[src/rtl/branch_resolve_unit.sv]
// Branch resolution unit: decodes the branch direction and computes the
// redirect target. It registers the result one cycle later, flagging a
// mispredict when the direction differs from the fetch prediction. It keeps
// a BHT of 2-bit saturating counters, read at fetch and trained at
// resolution, and counts accepted branches and mispredicts with saturation.
module branch_resolve_unit #(
    parameter int unsigned DWIDTH      = 32,
    parameter int unsigned AWIDTH      = 32,
    parameter int unsigned BHT_ENTRIES = 64,
    parameter int unsigned CNT_WIDTH   = 16
) (
    input  logic                 clk,
    input  logic                 reset_n,
    input  logic [AWIDTH-1:0]    pred_pc_i,
    output logic                 pred_taken_o,
    input  logic                 res_valid_i,
    input  logic [AWIDTH-1:0]    res_pc_i,
    input  logic [2:0]           res_funct3_i,
    input  logic [DWIDTH-1:0]    res_rs1_i,
    input  logic [DWIDTH-1:0]    res_rs2_i,
    input  logic [DWIDTH-1:0]    res_imm_i,
    input  logic                 res_pred_taken_i,
    input  logic                 flush_i,
    output logic                 res_valid_o,
    output logic                 res_taken_o,
    output logic                 res_mispredict_o,
    output logic [AWIDTH-1:0]    res_target_o,
    output logic                 res_illegal_o,
    output logic [CNT_WIDTH-1:0] br_count_o,
    output logic [CNT_WIDTH-1:0] mispred_count_o
);

    localparam int unsigned IdxW = $clog2(BHT_ENTRIES);

    logic [1:0]        bht_q [BHT_ENTRIES];
    logic [IdxW-1:0]   pred_idx;
    logic [IdxW-1:0]   res_idx;
    logic [1:0]        bht_cur;
    logic [1:0]        bht_nxt;
    logic              eq;
    logic              lt_s;
    logic              lt_u;
    logic              taken;
    logic              illegal;
    logic              accept;
    logic              train;
    logic              mispredict;
    logic [AWIDTH-1:0] imm_a;
    logic [AWIDTH-1:0] target;

    // PC bits outside the BHT index play no part in prediction.
    logic unused_pred_pc;
    assign unused_pred_pc = ^{pred_pc_i[AWIDTH-1:IdxW+2], pred_pc_i[1:0]};

    assign pred_idx     = pred_pc_i[IdxW+1:2];
    assign res_idx      = res_pc_i[IdxW+1:2];
    // Read returns the stored value; a same-cycle update lands on the edge.
    assign pred_taken_o = bht_q[pred_idx][1];

    // Fit the immediate to the PC width (truncate or sign-extend).
    generate
        if (DWIDTH >= AWIDTH) begin : g_imm_trunc
            assign imm_a = res_imm_i[AWIDTH-1:0];
        end else begin : g_imm_sext
            assign imm_a = {{(AWIDTH-DWIDTH){res_imm_i[DWIDTH-1]}}, res_imm_i};
        end
    endgenerate

    // Direction decode from funct3 and the operand comparisons.
    always_comb begin
        eq      = (res_rs1_i == res_rs2_i);
        lt_s    = ($signed(res_rs1_i) < $signed(res_rs2_i));
        lt_u    = (res_rs1_i < res_rs2_i);
        taken   = 1'b0;
        illegal = 1'b0;
        case (res_funct3_i)
            3'b000:  taken = eq;
            3'b001:  taken = !eq;
            3'b100:  taken = lt_s;
            3'b101:  taken = !lt_s;
            3'b110:  taken = lt_u;
            3'b111:  taken = !lt_u;
            default: illegal = 1'b1;
        endcase
    end

    assign target     = res_pc_i + (taken ? imm_a : AWIDTH'(4));
    assign accept     = res_valid_i && !flush_i;
    assign train      = accept && !illegal;
    assign mispredict = !illegal && (taken != res_pred_taken_i);

    // Saturating counter step for the entry being resolved.
    always_comb begin
        bht_cur = bht_q[res_idx];
        bht_nxt = bht_cur;
        if (taken) begin
            if (bht_cur != 2'b11) bht_nxt = bht_cur + 2'b01;
        end else begin
            if (bht_cur != 2'b00) bht_nxt = bht_cur - 2'b01;
        end
    end

    // Registered resolution result; payload holds while nothing is accepted.
    always_ff @(posedge clk or negedge reset_n) begin
        if (!reset_n) begin
            res_valid_o      <= 1'b0;
            res_taken_o      <= 1'b0;
            res_mispredict_o <= 1'b0;
            res_target_o     <= '0;
            res_illegal_o    <= 1'b0;
        end else begin
            res_valid_o <= accept;
            if (accept) begin
                res_taken_o      <= taken;
                res_mispredict_o <= mispredict;
                res_target_o     <= target;
                res_illegal_o    <= illegal;
            end
        end
    end

    // BHT storage, trained only by accepted legal branches.
    always_ff @(posedge clk or negedge reset_n) begin
        if (!reset_n) begin
            for (int i = 0; i < int'(BHT_ENTRIES); i++) begin
                bht_q[i] <= 2'b01;
            end
        end else if (train) begin
            bht_q[res_idx] <= bht_nxt;
        end
    end

    // Statistics counters, saturating at all-ones.
    always_ff @(posedge clk or negedge reset_n) begin
        if (!reset_n) begin
            br_count_o      <= '0;
            mispred_count_o <= '0;
        end else if (train) begin
            if (br_count_o != '1) br_count_o <= br_count_o + 1'b1;
            if (mispredict && (mispred_count_o != '1)) begin
                mispred_count_o <= mispred_count_o + 1'b1;
            end
        end
    end

endmodule
[config.mk]
export PLATFORM = sky130hd
export DESIGN_NAME = branch_resolve_unit
export DESIGN_NICKNAME = d
export VERILOG_FILES = /design/src/rtl/branch_resolve_unit.sv
export SDC_FILE = /design/constraint.sdc
export NUM_CORES = 1
export LEC_CHECK = 0
export ABC_AREA = 0
export CORE_MARGIN = 2
export CORE_UTILIZATION = 56
export CTS_CLUSTER_DIAMETER = 200
export DETAILED_ROUTE_END_ITERATION = 8
export PLACE_DENSITY = 0.86
export RECOVER_POWER = 25
export SLEW_MARGIN = 20
export SYNTH_ARGS = -nofsm -noshare
export SYNTH_HDL_FRONTEND = slang
export SYNTH_SLANG_ARGS = --single-unit
[constraint.sdc]
create_clock -name clk -period 6.4 [get_ports clk]
set_input_delay 0.64 -clock clk [delete_from_list [all_inputs] [get_ports clk]]
set_output_delay 0.64 -clock clk [all_outputs]
set_load 0.01 [all_outputs]
-- Word-level counts from Yosys, hierarchy flattened
Index checks and enable logic that the tools add are counted.
- bits in registers: 196
- input bits: 168
- add/subtract/negate cells: 5
- magnitude comparators: 5
- equal/unequal tests: 10
- muxes and demuxes: 15
- bitwise gates (word level): 2
- reductions and logical operators: 14
- operator list (operator ; count):
    bitwise mux 128 bit ; 1
    < comparator 32 bit ; 2
    adder 16 x 1 -> 16 bit (second input constant) ; 2
    adder 32 bit ; 1
    == test 32 bit ; 1
    2-to-1 mux 32 bit ; 1
    != test 16 bit (second input constant) ; 2
    binary-select mux 2 bit (select 6 bit) ; 2
    2-to-1 mux 2 bit ; 8
    greater-or-equal comparator 7 bit (second input constant) ; 2
    inverter 6 -> 7 bit ; 2
    demux 2 bit (select 6 bit) ; 1
    == test 3 bit (second input constant) ; 4
    < comparator 7 x 1 -> 1 bit (second input constant) ; 1
    one-hot mux 1 bit (6 select lines) ; 1
    OR reduction 6 bit ; 1
    logical AND 1 bit ; 5
    logical NOT 1 bit ; 4
    AND reduction 2 bit ; 2
    == test 3 x 1 -> 1 bit (second input constant) ; 1
    logical NOT 3 bit ; 1
    adder 2 x 1 -> 2 bit (second input constant) ; 1
    != test 2 bit (second input constant) ; 1
    nonzero test 2 bit ; 1
    other kinds (3) ; 3

-- Depth between registers and ports, before layout
Gate-level depths: netlist (run 1).
- depth in word-level cells: 8
- gate-level depth with buffers: 23

-- Worst setup path before layout (run 1)
OpenSTA, ideal clock, no wires.
- path kind: input -> register
- start point: in res_rs2_i[7]
- end point: reg res_target_o[30]
- setup time: 0.133 ns
- arrival time: 5.109 ns
- required time: 6.267 ns
- setup slack: 1.158 ns
- cell stages on the path: 21
- cell sequence: inv_1 ha_1 a21oi_1 o21a_1 o22ai_1 o31a_1 or4_1 a31oi_4 clkbuf_1 nor2b_1 ha_1 a21oi_1 o21ai_0 or4_1 nand4_1 a31oi_1 a311o_1 a211oi_1 nand2b_1 mux2i_1 nand4_1
- longest elaborated chain between the ends: 5
- elaborated cells between the ends (all ways): 9
- classes of those cells: 1 x add/sub; 2 x order compare; 1 x eq/ne; 2 x mux; 3 x reduce/logical
- ends and longest elaborated chain (what ; RTL line ; RTL):
    start, declared ; 20 ; input logic [DWIDTH-1:0] res_rs2_i,
    < comparator 32 bit (tied with other cells) ; 73 ; lt_u = (res_rs1_i < res_rs2_i);
    logical NOT 1 bit, on equally long branches ; 82, 78, 80 ;
    one-hot mux 1 bit (6 select lines) (*) ; 76 ; case (res_funct3_i)
    2-to-1 mux 32 bit (*) ; 87 ; assign target = res_pc_i + (taken ? imm_a : AWIDTH'(4));
    adder 32 bit (*) ; 87 ;
    end signal, assigned ; 116 ; res_target_o <= target;
    end, declared ; 27 ; output logic [AWIDTH-1:0] res_target_o,
Every way passes the cells marked *; elsewhere a longest branch is shown, timed or not.
A chain may end at the register's enable or synchronous reset.

-- Final worst setup path (run 1)
- start point: in res_rs1_i[15]
- end point: reg res_target_o[30]
- longest elaborated chain between the ends: 5
- elaborated cells between the ends (all ways): 9
- classes of those cells: 1 x add/sub; 2 x order compare; 1 x eq/ne; 2 x mux; 3 x reduce/logical
- ends and longest elaborated chain (what ; RTL line ; RTL):
    start, declared ; 19 ; input logic [DWIDTH-1:0] res_rs1_i,
    < comparator 32 bit (tied with other cells) ; 73 ;
    logical NOT 1 bit, on equally long branches ; 82, 78, 80 ;
    one-hot mux 1 bit (6 select lines) (*) ; 76 ;
    2-to-1 mux 32 bit (*) ; 87 ;
    adder 32 bit (*) ; 87 ;
Marks and branches as above.

==> flow_summary.ini, run 1 <==
[run_status]
outcome = finished with violations
violations = capacitance limit, slew limit

[global_routing]
grt_pass1_vias = 10290
gr-total-overflow = 0
grt_start_max_net_pins = 73
track_usage = 0.294
grt_pass1_wl_mm = 51.1
antenna_found_initial = 0

[cells_and_area]
drive_gt1_frac = 0.102
final_area_sq_um = 14400
diodes = 0
areaGrowthSynthToFinish_pct = 25.2
nets = 1665

[sta]
slew_violations = 201
final-hold-violation-count = 0
fin_crit_sh = 0.915
worst_slew_pin_slew_ps = 3120
fmax_mhz = 171
relSlewSlack = -1.08
fin_skew_ps = 13.9
finalSetupTns_ps = 0
rsz0062_at_grt = false
finalCriticalPeriod_ps = 5860
setup_viol = 0

[power_and_ir_drop]
ir_drop_mv = 0.160
p_per_area_nw_per_um2 = 245
total_power_mw = 3.52
p_leak_nw = 5.98

[worst_setup_path]
path_cells = clkdlybuf4s50_1 > ha_1 > nand4_1 > or2_1 > o22ai_1 > o31a_1 > or4_1 > a31oi_4 > buf_4 > nor2b_1 > ha_1 > a21oi_1 > o21ai_0 > or4_1 > nand4_1 > a31oi_1 > a311o_1 > a211oi_1 > nand2b_1 > mux2i_1 > nand4_1
crit_family = compound AO/OA/AOI/OAI gates
startpoint_type = input port
cp_data_required_time_ps = 6720
crit_slowest_cell = or4_1
path_max_fanout = 9
crit_type = input port to flop
critPathBufInv = 2
critPathMaxStageDelay_ps = 560
cpMostUsedCell = nand4_1
crit_arrival_ps = 6170
end_kind = flop

[detailed_routing]
drcViolationCount = 0
drt_iter0_markers = 886
wl_per_cell_um = 18.3
via_per_inst = 6.06
vias = 10379
ant_nets = 0
wl_mm = 31.3
dr.pass1.iters = 8

[yosys]
synth-compound-area-share = 0.182
synth.avg_cell_area_sq_um = 9.29
syn_nets = 1472
synth_xor_area_frac = 0.0456
synth_cell_types = 67
synth_flop_cell = dfrtp_1
yosysSeqAreaShare = 0.434
ys_top_cells_by_area = dfrtp_1 29%, dfstp_2 15%, ha_1 7.1%
async_flop_share = 1.00
muxShareOfSynthArea = 0.0505
synth_seq_cells = 196
synth_simple_gate_area_frac = 0.178
synth_top_cells_by_count = 158 x nand2_1, 142 x nor2_1, 132 x dfrtp_1
synth_edf_count = 0
synth_warnings = 0
synth_top_area_cell = dfrtp_1
syn_inst = 1238
synth_top_family_by_area = compound AO/OA/AOI/OAI gates
netlist_area_sq_um = 11500
synthAdderAreaFrac = 0.0744
synth.most_common_cell = nand2_1
yosysTopAreaCellShare = 0.287

[floorplanning]
num_io_pins = 237
dieArea_sq_um = 21700
dieHeight_um = 147
die_x_um = 147
rows = 52
start_util = 0.570
core_sq_um = 20200

[clock_network]
clk_latency_ps = 440
cts.htree.levels = 4
path_clk_slew_ps = 70
cts.hold.buffers_added = 0
cts.path.max_buffers = 2
clock-root-buffer = clkbuf_16
post_cts_resized = 0
cts_buffers = 17
cts.sink_count = 196
cts_tree = yes
postCtsSetupRepairBufs = 0

[worst_hold_path]
hold_path.class = flop to flop

[placement]
postPlaceCellArea_sq_um = 13800
gp_congestion = 0.906
port_buffers = 210
dp_hpwl_mm = 22.0

[job]
drv_cap = 3
-- kinds of logic (layout without fill, tap and decap cells) --
group / after synthesis / in the layout
adder cells (fa/ha/maj): 68 / 68
AO/OA/AOI/OAI: 346 / 346
AND/OR/NAND/NOR: 446 / 446
XOR/XNOR: 59 / 59
flip-flops: 196 / 196
multiplexers: 31 / 31
buffers and inverters: 92 / 298
-- metrics by stage --
stage	instances	util	hold slack, ps	setup WS [ps]
after floorplan	1238	-	344	1160
after global placement	1682	0.685	449	312
after detailed placement	1682	0.686	454	200
after CTS	1714	0.714	168	576
after global routing	1714	0.714	472	302
final	1714	0.714	466	543
-- layout make-up --
| type | instances | area (sq um) |
|---|---|---|
| inverter | 42 | 158 |
| clock buffer | 20 | 457 |
| clock inverter | 12 | 121 |
| tap | 270 | 338 |
| sequential | 196 | 4980 |
| timing repair buffer | 224 | 2220 |
| multi-input combinational | 950 | 6120 |
| fill | 1449 | 5770 |
-- worst reg2reg max path, stage by stage, from the launching register on --
cell and delay [ps]:
dfrtp_1 400, a22o_1 210, a221oi_1 260, nand3_1 150
o211ai_1 190, o21ai_1 140, a221oi_2 370, maj3_2 690
buf_12 300, a21oi_1 110
-- sequential cells by signal (all words and copies together), names as in the netlist --
name	cells
res_mispredict_o	1
res_illegal_o	1
res_target_o	32
mispred_count_o	16
res_taken_o	1
br_count_o	16
bht_q	128
res_valid_o	1
-- where the power goes --
part | switching (mW) | internal [mW]
logic | 0.464 | 0.459
registers | 0.120 | 1.42
clock network | 0.492 | 0.565
total | 1.08 | 2.45
-- layer usage --
| metal | part of all wire | vias to the layer above | track usage |
|---|---|---|---|
| met5 | 0 | - | 0 |
| met4 | 0.032 | 0 | 0.117 |
| met3 | 0.092 | 98 | 0.0643 |
| met2 | 0.49 | 553 | 0.484 |
| met1 | 0.38 | 4900 | 0.381 |
| li1 | - | 4828 | - |
-- cells in the final DEF, fill, tap and decap left out, types with 31 or more instances in the layout --
cell type	count
o21ai_0	77
inv_1	42
a21oi_1	123
ha_1	65
clkdlybuf4s50_1	209
nor2_1	142
a22oi_1	31
dfrtp_1	132
xnor2_1	42
dfstp_2	64
nor2b_1	37
nand2_1	158
-- worst paths after layout --
check	from	cells after the start	slack, ps	to
worst min-delay path	bht_q[124]	2	470	bht_q[124]
worst min register to register	bht_q[124]	2	470	bht_q[124]
min in group asynchronous	reset_n	1	1220	bht_q[91]
worst max register to register	bht_q[27]	9	3500	bht_q[12]
worst max-delay path	res_rs1_i[15]	21	540	res_target_o[30]
max in group asynchronous	reset_n	2	2230	res_target_o[11]
(Power assumes the default switching activity.)
==> run 2, diff against run 1 <==
--- a/config.mk
+++ b/config.mk
@@ -7,10 +7,11 @@
 export LEC_CHECK = 0
 export ABC_AREA = 0
 export CORE_MARGIN = 2
-export CORE_UTILIZATION = 56
+export CORE_UTILIZATION = 58
+export CTS_BUF_LIST = sky130_fd_sc_hd__clkbuf_4
 export CTS_CLUSTER_DIAMETER = 200
 export DETAILED_ROUTE_END_ITERATION = 8
-export PLACE_DENSITY = 0.86
+export PLACE_DENSITY = 0.89
 export RECOVER_POWER = 25
 export SLEW_MARGIN = 20
 export SYNTH_ARGS = -nofsm -noshare
==> flow_summary.ini, run 2 (synthesis gave the netlist of run 1 again) <==
[run_status]
outcome = finished with violations
violations = capacitance limit, slew limit

[sta]
rsz0062_at_grt = false
setup_ws_ps = 817
relSlewSlack = -1.22
setup_viol = 0
fin_skew_ps = 32.3
final-hold-violation-count = 0
fin_crit_sh = 0.872
finalCriticalPeriod_ps = 5580
slew_violations = 137
fmax_mhz = 179
finalSetupTns_ps = 0
holdWs_ps = 471
worst_slew_pin_slew_ps = 3330

[clock_network]
post_cts_resized = 0
clock-root-buffer = clkbuf_4
cts_buffers = 17
postCtsSetupRepairBufs = 0
cts.hold.buffers_added = 0
clk_latency_ps = 580
path_clk_slew_ps = 160
cts_tree = yes
cts.path.max_buffers = 2
cts.sink_count = 196
cts.htree.levels = 4

[cells_and_area]
final_cell_mix = 209 x clkdlybuf4s50_1, 158 x nand2_1, 142 x nor2_1
nets = 1665
n_fill_cell = 1412
drive_gt1_frac = 0.102
areaGrowthSynthToFinish_pct = 22.4
regMostFlops = bht_q
largest_reg_flops = 128
largestRegisters = bht_q x128, res_target_o x32
final_common_cell = clkdlybuf4s50_1

[worst_setup_path]
crit_arrival_ps = 6060
path_max_fanout = 36
r2r_start = bht_q[123]
critPathLaunch = res_rs2_i[15]
crit_type = input port to flop
end_kind = flop
cp_data_required_time_ps = 6870
startpoint_type = input port

[placement]
port_buffers = 210
pre_cts_ws_ps = 254
dp_hpwl_mm = 21.9
gp_congestion = 0.895

[detailed_routing]
wl_mm = 30.5
wl_per_cell_um = 17.8
drcViolationCount = 0
drt_iter0_markers = 891
dr.pass1.iters = 6
ant_nets = 0
via_per_inst = 6.04
vias = 10336

[floorplanning]
start_util = 0.591
num_io_pins = 237
die_x_um = 145
core_sq_um = 19500
rows = 51
dieHeight_um = 145
dieArea_sq_um = 21000

[global_routing]
antenna_found_initial = 1
grt_pass1_wl_mm = 48.8
gr-total-overflow = 0
grt_start_max_net_pins = 137
grt_pass1_vias = 10036
track_usage = 0.296

[power_and_ir_drop]
swShare = 0.326
p_sw_mw = 1.01
p_seq_frac = 0.499
p_leak_nw = 5.85
power_frac_comb = 0.299
total_power_mw = 3.09
internal-power_mw = 2.08
clkPwrFrac = 0.203
p_per_area_nw_per_um2 = 219
ir_drop_mv = 0.132

[worst_hold_path]
min-delay-start = bht_q[62]
hold_path.class = flop to flop

[job]
drv_cap = 1
[run 2: worst paths after layout]
path | cells after the start | endpoint | slack (ps)
hold reg to reg | 2 | bht_q[62] | 470
setup reg to reg | 9 | bht_q[81] | 3320
hold / removal | 2 | bht_q[62] | 470
max in group asynchronous | 2 | res_target_o[11] | 3140
min in group asynchronous | 1 | bht_q[77] | 1120
setup / recovery | 24 | res_target_o[30] | 820
[run 2: layer usage]
layer  vias to the layer above  share of wire  global-route usage
met5                         -              0                   0
met4                         0          0.037               0.112
met3                        93          0.090              0.0707
met2                       538           0.48               0.484
met1                      4894           0.39               0.383
li1                       4811              -                   -
[run 2: through the flow]
stage	instances	util	cell area (sq um)
finish	1710	0.723	14100
detailed placement	1677	0.710	13800
floorplan	1238	-	11500
global route	1710	0.723	14100
global placement	1677	0.710	13800
CTS	1709	0.723	14100
[run 2: worst max-delay path, stage by stage]
cell	delay [ps]
clkdlybuf4s50_1	450
inv_1	40
ha_1	300
nand4_1	170
or2_1	150
o22ai_1	70
o31a_1	330
or4_1	560
a31oi_4	240
buf_12	240
nor2b_1	80
ha_1	210
inv_1	70
fa_1	220
nor2b_1	60
o21ai_0	220
a21oi_1	140
o21ai_0	320
a31oi_1	210
a311o_1	430
a211oi_1	440
nand2b_1	190
mux2i_1	180
nand4_1	90
[run 2: power by group through the flow]
| stage | sequential [mW] | combinational (mW) | clock (mW) |
|---|---|---|---|
| floorplan | 1.57 | 0.467 | 0 |
| CTS | 1.54 | 0.921 | 0.632 |
| finish | 1.54 | 0.922 | 0.625 |
| global route | 1.56 | 1.01 | 0.681 |
| global placement | 1.55 | 0.887 | 0 |
| detailed placement | 1.56 | 0.917 | 0 |
[run 2: layout make-up]
class                           instances  area (sq um)  area share
Antenna cell                            1          2.50    0.000178
Timing Repair Buffer                  224          2230       0.158
Clock buffer                           19           143      0.0101
Inverter                               42           158      0.0112
Sequential cell                       196          4980       0.354
Multi-Input combinational cell        950          6110       0.435
Clock inverter                         13           111     0.00791
Tap cell                              265           332      0.0236
